<file path="src/rtl/spi_slave_trx_char.sv">
// ---------------------------------------------------------------------------
// spi_slave_trx_char
//
// Target-side SPI character transceiver. SCK, CS_N and MOSI are
// oversampled in the S_SYSCLK domain. The block shifts out one transmit
// character per character time while CS_N is low, and returns each received
// character with a one-cycle done strobe.
//
// Parameters
//   CHAR_LEN_MAX : widest character in bits (width of S_WCHAR / S_RCHAR).
//   SYNC_STAGES  : synchronizer depth on SCK, CS_N and MOSI (2 or 3).
//
// Ports
//   S_SYSCLK, S_RESETN       : clock, asynchronous active-low reset.
//   S_ENABLE                 : block enable. Low aborts and empties the
//                              holding register.
//   S_CPOL, S_CPHA, S_REV    : SPI mode and bit order (S_REV=1 -> MSB first).
//   S_CHAR_LEN               : character length - 1. Values 0..2 mean 4 bits.
//   S_SPI_SCK/CS_N/MOSI      : pins driven by the master.
//   S_SPI_MISO, _OE          : serial data out and pad output enable.
//   S_WCHAR/S_WVALID/S_WREADY: transmit holding register write handshake.
//   S_RCHAR, S_RCHAR_DONE    : received character and its update strobe.
//   S_UNDERRUN               : strobe when a character starts with an empty
//                              holding register (all ones are sent).
// ---------------------------------------------------------------------------
module spi_slave_trx_char #(
    parameter int CHAR_LEN_MAX = 16,
    parameter int SYNC_STAGES  = 2
) (
    input  logic                    S_SYSCLK,
    input  logic                    S_RESETN,
    input  logic                    S_ENABLE,
    input  logic                    S_CPOL,
    input  logic                    S_CPHA,
    input  logic                    S_REV,
    input  logic [3:0]              S_CHAR_LEN,
    input  logic                    S_SPI_SCK,
    input  logic                    S_SPI_CS_N,
    input  logic                    S_SPI_MOSI,
    output logic                    S_SPI_MISO,
    output logic                    S_SPI_MISO_OE,
    input  logic [CHAR_LEN_MAX-1:0] S_WCHAR,
    input  logic                    S_WVALID,
    output logic                    S_WREADY,
    output logic [CHAR_LEN_MAX-1:0] S_RCHAR,
    output logic                    S_RCHAR_DONE,
    output logic                    S_UNDERRUN
);

    localparam int W = CHAR_LEN_MAX;

    typedef enum logic [1:0] {
        ST_IDLE  = 2'd0,
        ST_LOAD  = 2'd1,
        ST_SHIFT = 2'd2
    } state_t;

    // Bit currently presented by the tx shift register.
    function automatic logic pick_bit(input logic [W-1:0] v, input logic rev,
                                      input logic [3:0] len_m1);
        return rev ? v[len_m1] : v[0];
    endfunction

    // Advance the tx shift register by one bit in the selected order.
    function automatic logic [W-1:0] tx_step(input logic [W-1:0] v, input logic rev);
        return rev ? (v << 1) : (v >> 1);
    endfunction

    // ---------------------------------------------------------------------
    // Input synchronizers and edge detection
    // ---------------------------------------------------------------------
    logic [SYNC_STAGES-1:0] sck_sync_q;
    logic [SYNC_STAGES-1:0] cs_sync_q;
    logic [SYNC_STAGES-1:0] mosi_sync_q;
    logic                   sck_d1_q;
    logic                   cs_d1_q;

    logic sck_s;
    logic cs_s;
    logic mosi_s;
    logic lead_edge;
    logic trail_edge;
    logic sample_edge;
    logic shift_edge;
    logic cs_fall;

    always_ff @(posedge S_SYSCLK or negedge S_RESETN) begin
        if (!S_RESETN) begin
            sck_sync_q  <= '0;
            cs_sync_q   <= '1;
            mosi_sync_q <= '0;
            sck_d1_q    <= 1'b0;
            cs_d1_q     <= 1'b1;
        end else begin
            sck_sync_q  <= {sck_sync_q[SYNC_STAGES-2:0], S_SPI_SCK};
            cs_sync_q   <= {cs_sync_q[SYNC_STAGES-2:0], S_SPI_CS_N};
            mosi_sync_q <= {mosi_sync_q[SYNC_STAGES-2:0], S_SPI_MOSI};
            sck_d1_q    <= sck_s;
            cs_d1_q     <= cs_s;
        end
    end

    assign sck_s  = sck_sync_q[SYNC_STAGES-1];
    assign cs_s   = cs_sync_q[SYNC_STAGES-1];
    assign mosi_s = mosi_sync_q[SYNC_STAGES-1];

    // Leading edge: SCK leaves its idle level; trailing edge: it returns.
    assign lead_edge   = (sck_d1_q == S_CPOL) && (sck_s != S_CPOL);
    assign trail_edge  = (sck_d1_q != S_CPOL) && (sck_s == S_CPOL);
    assign sample_edge = S_CPHA ? trail_edge : lead_edge;
    assign shift_edge  = S_CPHA ? lead_edge  : trail_edge;
    assign cs_fall     = cs_d1_q & ~cs_s;

    // ---------------------------------------------------------------------
    // State and datapath registers
    // ---------------------------------------------------------------------
    state_t         state_q,    state_d;
    logic [W-1:0]   tx_q,       tx_d;
    logic [W-1:0]   rx_q,       rx_d;
    logic [W-1:0]   hold_q,     hold_d;
    logic           full_q,     full_d;
    logic [W-1:0]   rchar_q,    rchar_d;
    logic           done_q,     done_d;
    logic           underrun_q, underrun_d;
    logic           miso_q,     miso_d;
    logic           wready_q,   wready_d;
    logic           shift_ok_q, shift_ok_d;
    logic [3:0]     cnt_q,      cnt_d;
    logic [3:0]     len_m1_q,   len_m1_d;
    logic           rev_q,      rev_d;

    logic [3:0]     cfg_len_m1;
    logic [W-1:0]   load_word;
    logic [W-1:0]   rx_ins;
    logic           accept;
    logic           abort;

    // Lengths below 4 bits are not supported on the wire; round them up.
    assign cfg_len_m1 = (S_CHAR_LEN < 4'd3) ? 4'd3 : S_CHAR_LEN;

    // An empty holding register at LOAD sends all ones.
    assign load_word = full_q ? hold_q : '1;

    // MSB first: shift left so the first bit ends at position len-1.
    // LSB first: insert at len-1 and shift right so the first bit ends at 0.
    // rx is cleared at LOAD, so bits above len-1 stay zero either way.
    assign rx_ins = rev_q ? {rx_q[W-2:0], mosi_s}
                          : ((rx_q >> 1) | ({{(W-1){1'b0}}, mosi_s} << len_m1_q));

    assign accept = S_WVALID & S_WREADY;
    assign abort  = ~S_ENABLE | cs_s;

    // Next-state logic
    always_comb begin
        state_d = state_q;
        case (state_q)
            ST_IDLE:  if (S_ENABLE && cs_fall) state_d = ST_LOAD;
            ST_LOAD:  state_d = ST_SHIFT;
            ST_SHIFT: if (sample_edge && (cnt_q == 4'd0)) state_d = ST_LOAD;
            default:  state_d = ST_IDLE;
        endcase
        if (abort) state_d = ST_IDLE;
    end

    // Datapath next-state logic
    always_comb begin
        tx_d       = tx_q;
        rx_d       = rx_q;
        hold_d     = hold_q;
        full_d     = full_q;
        rchar_d    = rchar_q;
        done_d     = 1'b0;
        underrun_d = 1'b0;
        miso_d     = miso_q;
        shift_ok_d = shift_ok_q;
        cnt_d      = cnt_q;
        len_m1_d   = len_m1_q;
        rev_d      = rev_q;

        case (state_q)
            ST_IDLE: begin
                miso_d     = 1'b0;
                rx_d       = '0;
                cnt_d      = cfg_len_m1;
                shift_ok_d = 1'b0;
            end
            ST_LOAD: begin
                len_m1_d   = cfg_len_m1;
                rev_d      = S_REV;
                cnt_d      = cfg_len_m1;
                rx_d       = '0;
                full_d     = 1'b0;
                underrun_d = ~full_q;
                if (!S_CPHA) begin
                    // First bit goes out now, ahead of the first SCK edge.
                    miso_d     = pick_bit(load_word, S_REV, cfg_len_m1);
                    tx_d       = tx_step(load_word, S_REV);
                    shift_ok_d = 1'b0;
                end else begin
                    // First bit goes out on the first (leading) shift edge.
                    tx_d       = load_word;
                    shift_ok_d = 1'b1;
                end
            end
            ST_SHIFT: begin
                // shift_ok gates shift edges so that the one following the
                // last sample of a character cannot disturb the next one.
                if (shift_edge && shift_ok_q) begin
                    miso_d     = pick_bit(tx_q, rev_q, len_m1_q);
                    tx_d       = tx_step(tx_q, rev_q);
                    shift_ok_d = 1'b0;
                end
                if (sample_edge) begin
                    rx_d = rx_ins;
                    if (cnt_q == 4'd0) begin
                        rchar_d = rx_ins;
                        done_d  = 1'b1;
                    end else begin
                        cnt_d      = cnt_q - 4'd1;
                        shift_ok_d = 1'b1;
                    end
                end
            end
            default: begin
                miso_d = 1'b0;
            end
        endcase

        // A write in the same cycle as LOAD lands after LOAD took the old word.
        if (accept) begin
            hold_d = S_WCHAR;
            full_d = 1'b1;
        end

        // Partial characters are dropped without touching S_RCHAR.
        if (abort) begin
            rchar_d    = rchar_q;
            done_d     = 1'b0;
            rx_d       = '0;
            cnt_d      = cfg_len_m1;
            shift_ok_d = 1'b0;
        end
        if (!S_ENABLE) begin
            full_d = 1'b0;
        end

        wready_d = S_ENABLE & ~full_d;
    end

    always_ff @(posedge S_SYSCLK or negedge S_RESETN) begin
        if (!S_RESETN) begin
            state_q    <= ST_IDLE;
            tx_q       <= '0;
            rx_q       <= '0;
            hold_q     <= '0;
            full_q     <= 1'b0;
            rchar_q    <= '0;
            done_q     <= 1'b0;
            underrun_q <= 1'b0;
            miso_q     <= 1'b0;
            wready_q   <= 1'b0;
            shift_ok_q <= 1'b0;
            cnt_q      <= 4'd0;
            len_m1_q   <= 4'd3;
            rev_q      <= 1'b0;
        end else begin
            state_q    <= state_d;
            tx_q       <= tx_d;
            rx_q       <= rx_d;
            hold_q     <= hold_d;
            full_q     <= full_d;
            rchar_q    <= rchar_d;
            done_q     <= done_d;
            underrun_q <= underrun_d;
            miso_q     <= miso_d;
            wready_q   <= wready_d;
            shift_ok_q <= shift_ok_d;
            cnt_q      <= cnt_d;
            len_m1_q   <= len_m1_d;
            rev_q      <= rev_d;
        end
    end

    // ---------------------------------------------------------------------
    // Outputs
    // ---------------------------------------------------------------------
    assign S_SPI_MISO_OE = S_ENABLE & ~cs_s;
    assign S_SPI_MISO    = S_SPI_MISO_OE & miso_q;
    // Gated with S_ENABLE so a write is never acknowledged while disabled.
    assign S_WREADY      = wready_q & S_ENABLE;
    assign S_RCHAR       = rchar_q;
    assign S_RCHAR_DONE  = done_q;
    assign S_UNDERRUN    = underrun_q;

endmodule

</file>
<file path="config.mk">
export PLATFORM = sky130hd
export DESIGN_NAME = spi_slave_trx_char
export DESIGN_NICKNAME = d
export VERILOG_FILES = /design/src/rtl/spi_slave_trx_char.sv
export SDC_FILE = /design/constraint.sdc
export NUM_CORES = 1
export LEC_CHECK = 0
export BUFFER_PORTS_ARGS = -buffer_cell sky130_fd_sc_hd__buf_2
export CAP_MARGIN = 20
export CELL_PAD_IN_SITES_DETAIL_PLACEMENT = 1
export CELL_PAD_IN_SITES_GLOBAL_PLACEMENT = 1
export CORE_UTILIZATION = 47
export DETAILED_ROUTE_END_ITERATION = 8
export PLACE_DENSITY = 0.81
export SETUP_SLACK_MARGIN = 0.05
export SLEW_MARGIN = 20
export SYNTH_ARGS = -nofsm -noshare
export SYNTH_HDL_FRONTEND = slang
export SYNTH_SLANG_ARGS = --single-unit
</file>
<file path="constraint.sdc">
create_clock -name S_SYSCLK -period 2.3 [get_ports S_SYSCLK]
set_input_delay 0.345 -clock S_SYSCLK [delete_from_list [all_inputs] [get_ports S_SYSCLK]]
set_output_delay 0.345 -clock S_SYSCLK [all_outputs]
set_load 0.05 [all_outputs]
</file>
==> results of run 1 <==
[synthesized netlist by cell type, drive strengths merged, types with 6 or more instances]
cell type	instances	area [µm²]
nor2	23	93.8
mux2	63	788
mux2i	36	373
o21ai	32	171
a21oi	25	129
a211oi	7	52.6
dfrtp	84	2100
nand2b	8	50.1
buf	9	56.3
clkbuf	20	75.1
nand2	19	71.3
a22oi	14	105
inv	22	82.6
nor2b	6	37.5
nand4	12	75.1
ha	6	75.1
[power by group]
part,internal [W],switching (W),leakage (nW)
Sequential,0.00172,0.000227,1.09
Combinational,0.000432,0.000473,1.30
Clock,0.000734,0.000639,0.121
Total,0.00289,0.00134,2.51
[flip-flops by register name, indices dropped and copies added, names as in the netlist]
name,cells
sck_d1_q,1
state_q,2
miso_q,1
rx_q,16
len_m1_q,4
sck_sync_q,2
cs_d1_q,1
mosi_sync_q,2
shift_ok_q,1
cs_sync_q,2
hold_q,16
tx_q,16
S_RCHAR_DONE,1
rev_q,1
full_q,1
wready_q,1
cnt_q,4
S_UNDERRUN,1
S_RCHAR,16
[stage by stage]
step | total power, W | worst slack (ns) | instance area (µm²) | cells
after global placement | 0.00282 | 0.355 | 5480 | 628
after CTS | 0.00424 | 0.117 | 5740 | 645
after detailed placement | 0.00287 | 0.239 | 5480 | 628
after global routing | 0.00440 | 0.0721 | 5740 | 645
final | 0.00423 | 0.128 | 5740 | 645
after floorplan | 0.00255 | 0.0912 | 5050 | 457
[final timing paths]
| kind | from | endpoint | slack [ns] |
|---|---|---|---|
| setup / recovery | cs_sync_q[1] | S_SPI_MISO | 0.13 |
| hold / removal | S_SPI_CS_N | cs_sync_q[0] | 0.05 |
| setup reg to reg | state_q[0] | S_RCHAR[14] | 0.23 |
| hold reg to reg | mosi_sync_q[0] | mosi_sync_q[1] | 0.36 |
| max in group asynchronous | S_RESETN | hold_q[1] | 1.19 |
| min in group asynchronous | S_RESETN | shift_ok_q | 0.46 |
[kinds of logic (layout without fill, tap and decap cells)]
kind of cell | count (synthesis) | after routing | share of synthesized area, %
multiplexers | 102 | 102 | 24.3
AND/OR/NAND/NOR | 95 | 95 | 10.2
buffers and inverters | 53 | 105 | 4.39
adder cells (fa/ha/maj) | 6 | 6 | 1.49
flip-flops | 89 | 89 | 44.2
XOR/XNOR | 2 | 2 | 0.719
AO/OA/AOI/OAI | 110 | 110 | 14.6
[routing by layer]
metal	routed length, µm	share of wire [%]	vias up	track usage [%]
met5	0	0	-	0
met1	5750	43	2059	33.0
met4	242	1.8	0	8.04
met2	6830	51	86	44.2
met3	475	3.6	18	3.83
li1	-	-	1776	-
[what timing repair did]
item / 4_1_cts / 5_1_grt
endpoints found under the setup margin: 1 / 0
hold buffers: 1 / 0
gates resized for setup: 1 / 0
endpoints found under the hold margin: 28 / 0
[layout make-up]
cell class | count | area share (%)
clock inverters | 7 | 2.16
multi-input cells | 315 | 45.2
well taps | 136 | 2.96
repair buffers | 65 | 7.06
inverters | 24 | 1.59
flip-flops and latches | 89 | 38.9
clock buffers | 9 | 2.16
[critical path, cell delays in order, from the launching register on]
cell	delay (ns)
dfstp_2	0.54
nand2b_1	0.24
clkinv_2	0.23
and2_1	0.22
buf_2	0.21
==> reports/metrics.yaml, run 1 <==
timing:
  tightest_slew_ns: 0.677
  relSlewSlack_pct: 54.8
  post-route-period-util_pct: 94.4
  min_period_ns: 2.17
  hold_viol_final: 0
  setup_viol: 0
  finalSetupTns_ns: 0
  timing.final.max_slew_violations: 0
  rsz0062_at_grt: "false"
  holdWs_ns: 0.0501
  skew_ns: 0.0151
  clock.fmax_mhz: 460
finish:
  multiInputGateArea_um2: 2590
  antenna_cells: 0
  synthToLayoutAreaGrowth_pct: 13.7
  drive_gt1_share_pct: 31.8
  nFillCells: 1137
  layout_commonest_cell: "dfrtp_1"
  seqCellArea_um2: 2230
  layout.nets: 540
  final_cell_mix: "dfrtp_1 (84), buf_2 (49), mux2_2 (42)"
  fin_util_pct: 55.4
setup_path:
  path_class: "flop to output port"
  rr_worst_depth: 7
  endpoint_kind: "output port"
  required_ns: 1.96
  arrival_ns: 1.83
  start_kind: "flop"
  cp_max_fo: 8
clock_tree:
  path_clk_slew_ns: 0.11
  cts_sinks: 89
  root_buffer: "clkbuf_8"
  cts_made_buffers: 9
  clock_latency_ns: 0.38
  ctsHtreeMaxLevel: 3
  cts_tree: "yes"
  cts_setup_buffers: 0
  clockBufferDepth: 2
hold_path:
  holdPathStages: 1
  hold_class: "primary input to flop"
die:
  die_w_um: 106
  rows: 37
  dieArea_um2: 11200
  die_y_um: 106
  pin_count: 51
  core_area_um2: 10400
  initial_core_util_pct: 48.7
power_and_ir_drop:
  vdd_drop_max_uv: 443
  p_per_area_nw_per_um2: 736
  power.leakage_nw: 2.51
placed_design:
  io_buffers: 50
  gp_congestion: 0.803
  hpwl_um: 9300
route:
  avgRoutedWirePerCell_um: 20.6
  wirelength_um: 13300
  vias: 3939
  via_per_inst: 6.11
  first_iter_violations: 147
  drc_errors: 0
  drtAntennaViolNets: 0
  dr.pass1.iters: 4
global_route:
  track_usage_pct: 25.6
  grt_max_degree: 39
  antenna_found_initial: 0
  grt_pass1_wl_um: 22100
  grt_pass1_vias: 4098
  grt_overflow: 0
synth:
  ys_seq_area_share_pct: 44.2
  yosysWarningCount: 0
  synth_cell_types: 59
  synth_ff_type: "dfrtp_1"
  synth_edf_count: 0
  synth_cells: 457
  async_flop_share_pct: 100
  synth_nets: 493
  synth-seq-cells: 89
  syn-cell-area_um2: 5050
  avgSynthCellArea_um2: 11.0
outcome:
  status: "completed"
flow_run:
  max_cap_violations: 0
(Power assumes the default switching activity.)
==> run 2, diff against run 1 <==
- ABC_AREA: default -> 1
- CORE_MARGIN: default -> 4
- CORE_UTILIZATION: 47 -> 44
- GPL_TIMING_DRIVEN: default -> 1
==> run 2 against run 1 <==
Against the previous run:
- via count increased by 17%
- first-iteration DRC count increased by 63%
- register-to-register slack improved by 0.04 ns
- fmax increased by 6.7%
- clock skew decreased by 0.0067 ns
- critical path depth increased by 6
- highest routed layer unchanged
- critical path type is now flop to flop
==> reports/metrics.yaml, run 2 <==
global_route:
  antenna_found_initial: 0  # unchanged
  grt_pass1_vias: 4896  # +19%
  grt_pass1_wl_um: 24500  # +11%
  grt_overflow: 0  # unchanged
  grt_max_degree: 68  # +74%
  track_usage_pct: 23.2  # -2.3 points
timing:
  tightest_slew_ns: 0.585  # -0.0924 ns
  relSlewSlack_pct: 60.8  # +6.0 points
  skew_ns: 0.00838  # -0.00668 ns
  rsz0062_at_grt: "false"
  timing.final.max_slew_violations: 0  # unchanged
  finalSetupTns_ns: 0  # unchanged
  setup_viol: 0  # unchanged
  post-route-period-util_pct: 88.5  # -6.0 points
  clock.fmax_mhz: 491  # +6.7%
  holdWs_ns: 0.0901  # +0.0400 ns
  min_period_ns: 2.03  # -0.137 ns
  hold_viol_final: 0  # unchanged
synth:
  async_flop_share_pct: 100  # unchanged
  synth_edf_count: 0  # unchanged
  synth_top_area_share_pct: 41.4  # -0.28 points
  synth_area_leader_cell: "dfrtp_1"
  yosysWarningCount: 0  # unchanged
  syn-cell-area_um2: 5080  # +0.67%
  synth_cell_types: 46  # -22%
  synth-seq-cells: 89  # unchanged
  synthTopCellsByArea: "dfrtp_1 (41%), nand2_1 (13%), o21ai_0 (5.1%), nand3_1 (4.9%), a21oi_1 (4.3%)"
  synth_nets: 684  # +39%
  synth_ff_type: "dfrtp_1"
  ys_seq_area_share_pct: 44.0  # -0.29 points
  synth_most_common_cell: "nand2_1"
  synth_cells: 648  # +42%
  yosys-top-cells-count: "nand2_1 (181), dfrtp_1 (84), inv_1 (53)"
  avgSynthCellArea_um2: 7.84  # -29%
route:
  wirelength_um: 14400  # +8.0%
  via_per_inst: 5.53  # -9.5%
  drc_errors: 0  # unchanged
  dr.pass1.iters: 5  # +1
  drtAntennaViolNets: 0  # unchanged
  vias: 4604  # +17%
  avgRoutedWirePerCell_um: 17.2  # -16%
  first_iter_violations: 240  # +63%
finish:
  final_cell_mix: "nand2_1 (181), dfrtp_1 (84), inv_1 (53)"
  fin_util_pct: 51.3  # -4.0 points
  drive_gt1_share_pct: 19.3  # -12 points
  fin_cells: 833  # +29%
  layout.nets: 724  # +34%
  layout_commonest_cell: "nand2_1"
  synthToLayoutAreaGrowth_pct: 11.9
  antenna_cells: 0  # unchanged
setup_path:
  required_ns: 2.54  # +0.58 ns
  start_kind: "flop"
  cp_max_fo: 18  # +10
  path_class: "flop to flop"
  arrival_ns: 2.28  # +0.45 ns
  endpoint_kind: "flop"
power_and_ir_drop:
  vdd_drop_max_uv: 447  # +1.1%
  p_per_area_nw_per_um2: 763  # +3.7%
  power.leakage_nw: 2.80  # +12%
hold_path:
  hold_class: "primary input to flop"
placed_design:
  io_buffers: 50  # unchanged
  dp_cells: 816  # +30%
  hpwl_um: 10600  # +14%
  gp_congestion: 0.876  # +9.1%
clock_tree:
  cts_setup_buffers: 0  # unchanged
  path_clk_slew_ns: 0.07  # -0.04 ns
  clockBufferDepth: 2  # unchanged
  root_buffer: "clkbuf_16"
  clock_latency_ns: 0.35  # -0.03 ns
  ctsHtreeMaxLevel: 3  # unchanged
  cts_sinks: 89  # unchanged
  cts_tree: "yes"
  cts_made_buffers: 9  # unchanged
die:
  die_w_um: 115  # +9.3%
  dieArea_um2: 13300  # +19%
  rows: 38  # +2.7%
  core_area_um2: 11100  # +6.8%
  initial_core_util_pct: 45.9  # -2.8 points
  pin_count: 51  # unchanged
  die_y_um: 115  # +9.3%
outcome:
  status: "completed"
flow_run:
  max_cap_violations: 0  # unchanged
-- run 2: cell count changes in the layout (fill, tap and decap cells not counted), moves of 9 or more --
cell	before	now
mux2_4	21	0
a21oi_1	24	44
o21ai_2	0	19
a22oi_1	14	1
nand4_1	12	0
o21ai_0	31	52
mux2i_1	35	0
nand2_1	19	181
nand3_1	4	50
clkbuf_16	0	9
inv_1	22	53
nor2_1	22	43
mux2_2	42	9
-- run 2: cell type report --
| class | instances | area [µm²] |
|---|---|---|
| tap | 140 | 175 |
| multi-input combinational | 465 | 2410 |
| clock buffer | 13 | 260 |
| timing repair buffer | 59 | 335 |
| inverter | 64 | 245 |
| fill | 1402 | 5390 |
| clock inverter | 3 | 25.0 |
| sequential | 89 | 2230 |
-- run 2: where the power goes --
part           total (W)  internal [W]  switching [W]  leakage (nW)
sequential       0.00193       0.00176       0.000171          1.11
combinational   0.000959      0.000313       0.000646          1.55
clock            0.00145      0.000799       0.000647         0.136
-- run 2: routing by layer --
metal  routed length [µm]  vias up  part of all wire, %  GRT usage [%]
met3                  588       22                  4.1           3.24
met4                  289        0                  2.0           8.92
li1                     -     2205                    -              -
met2                 7080       94                   49           39.3
met1                 6400     2283                   45           30.3
met5                    0        -                    0              0
-- run 2: kinds of logic after synthesis --
logic type,after synthesis,synth area share [%]
AND/OR/NAND/NOR,295,25.0
AO/OA/AOI/OAI,150,18.1
buffers and inverters,94,8.62
flip-flops,89,44.0
multiplexers,9,1.99
adder cells (fa/ha/maj),6,1.48
XOR/XNOR,5,0.862
-- run 2: worst max-delay path, cell delays in order, from the launching register on --
cell and delay, ns:
dfrtp_1 0.39, inv_1 0.09, ha_1 0.30, inv_2 0.17, nand2_4 0.07, nor3_4 0.24
inv_1 0.11, nand2_4 0.19, inv_4 0.14, nand3_1 0.14, o21ai_2 0.06
-- run 2: worst paths after layout --
check | slack (ns) | end | cells past startpoint | from
setup reg to reg | 0.27 | rx_q[14] | 10 | state_q[1]
hold / removal | 0.09 | cs_sync_q[0] | 1 | S_SPI_CS_N
max in group asynchronous | 1.14 | len_m1_q[1] | 3 | S_RESETN
hold reg to reg | 0.36 | cs_sync_q[1] | 0 | cs_sync_q[0]
setup / recovery | 0.27 | rx_q[14] | 10 | state_q[1]
min in group asynchronous | 0.45 | tx_q[15] | 2 | S_RESETN
-- run 2: stage by stage --
| step | setup WS (ns) | cell area (µm²) | power [W] |
|---|---|---|---|
| after floorplan | 0.428 | 5080 | 0.00260 |
| after global placement | 0.375 | 5390 | 0.00286 |
| after detailed placement | 0.280 | 5390 | 0.00291 |
| after CTS | 0.256 | 5680 | 0.00436 |
| after global routing | 0.117 | 5680 | 0.00460 |
| final | 0.265 | 5680 | 0.00434 |
-- run 2: what timing repair did --
item                                    4_1_cts  5_1_grt
endpoints found under the setup margin        0        0
resized for setup                             0        0
hold endpoints to repair                     22        0
hold buffers                                  1        0
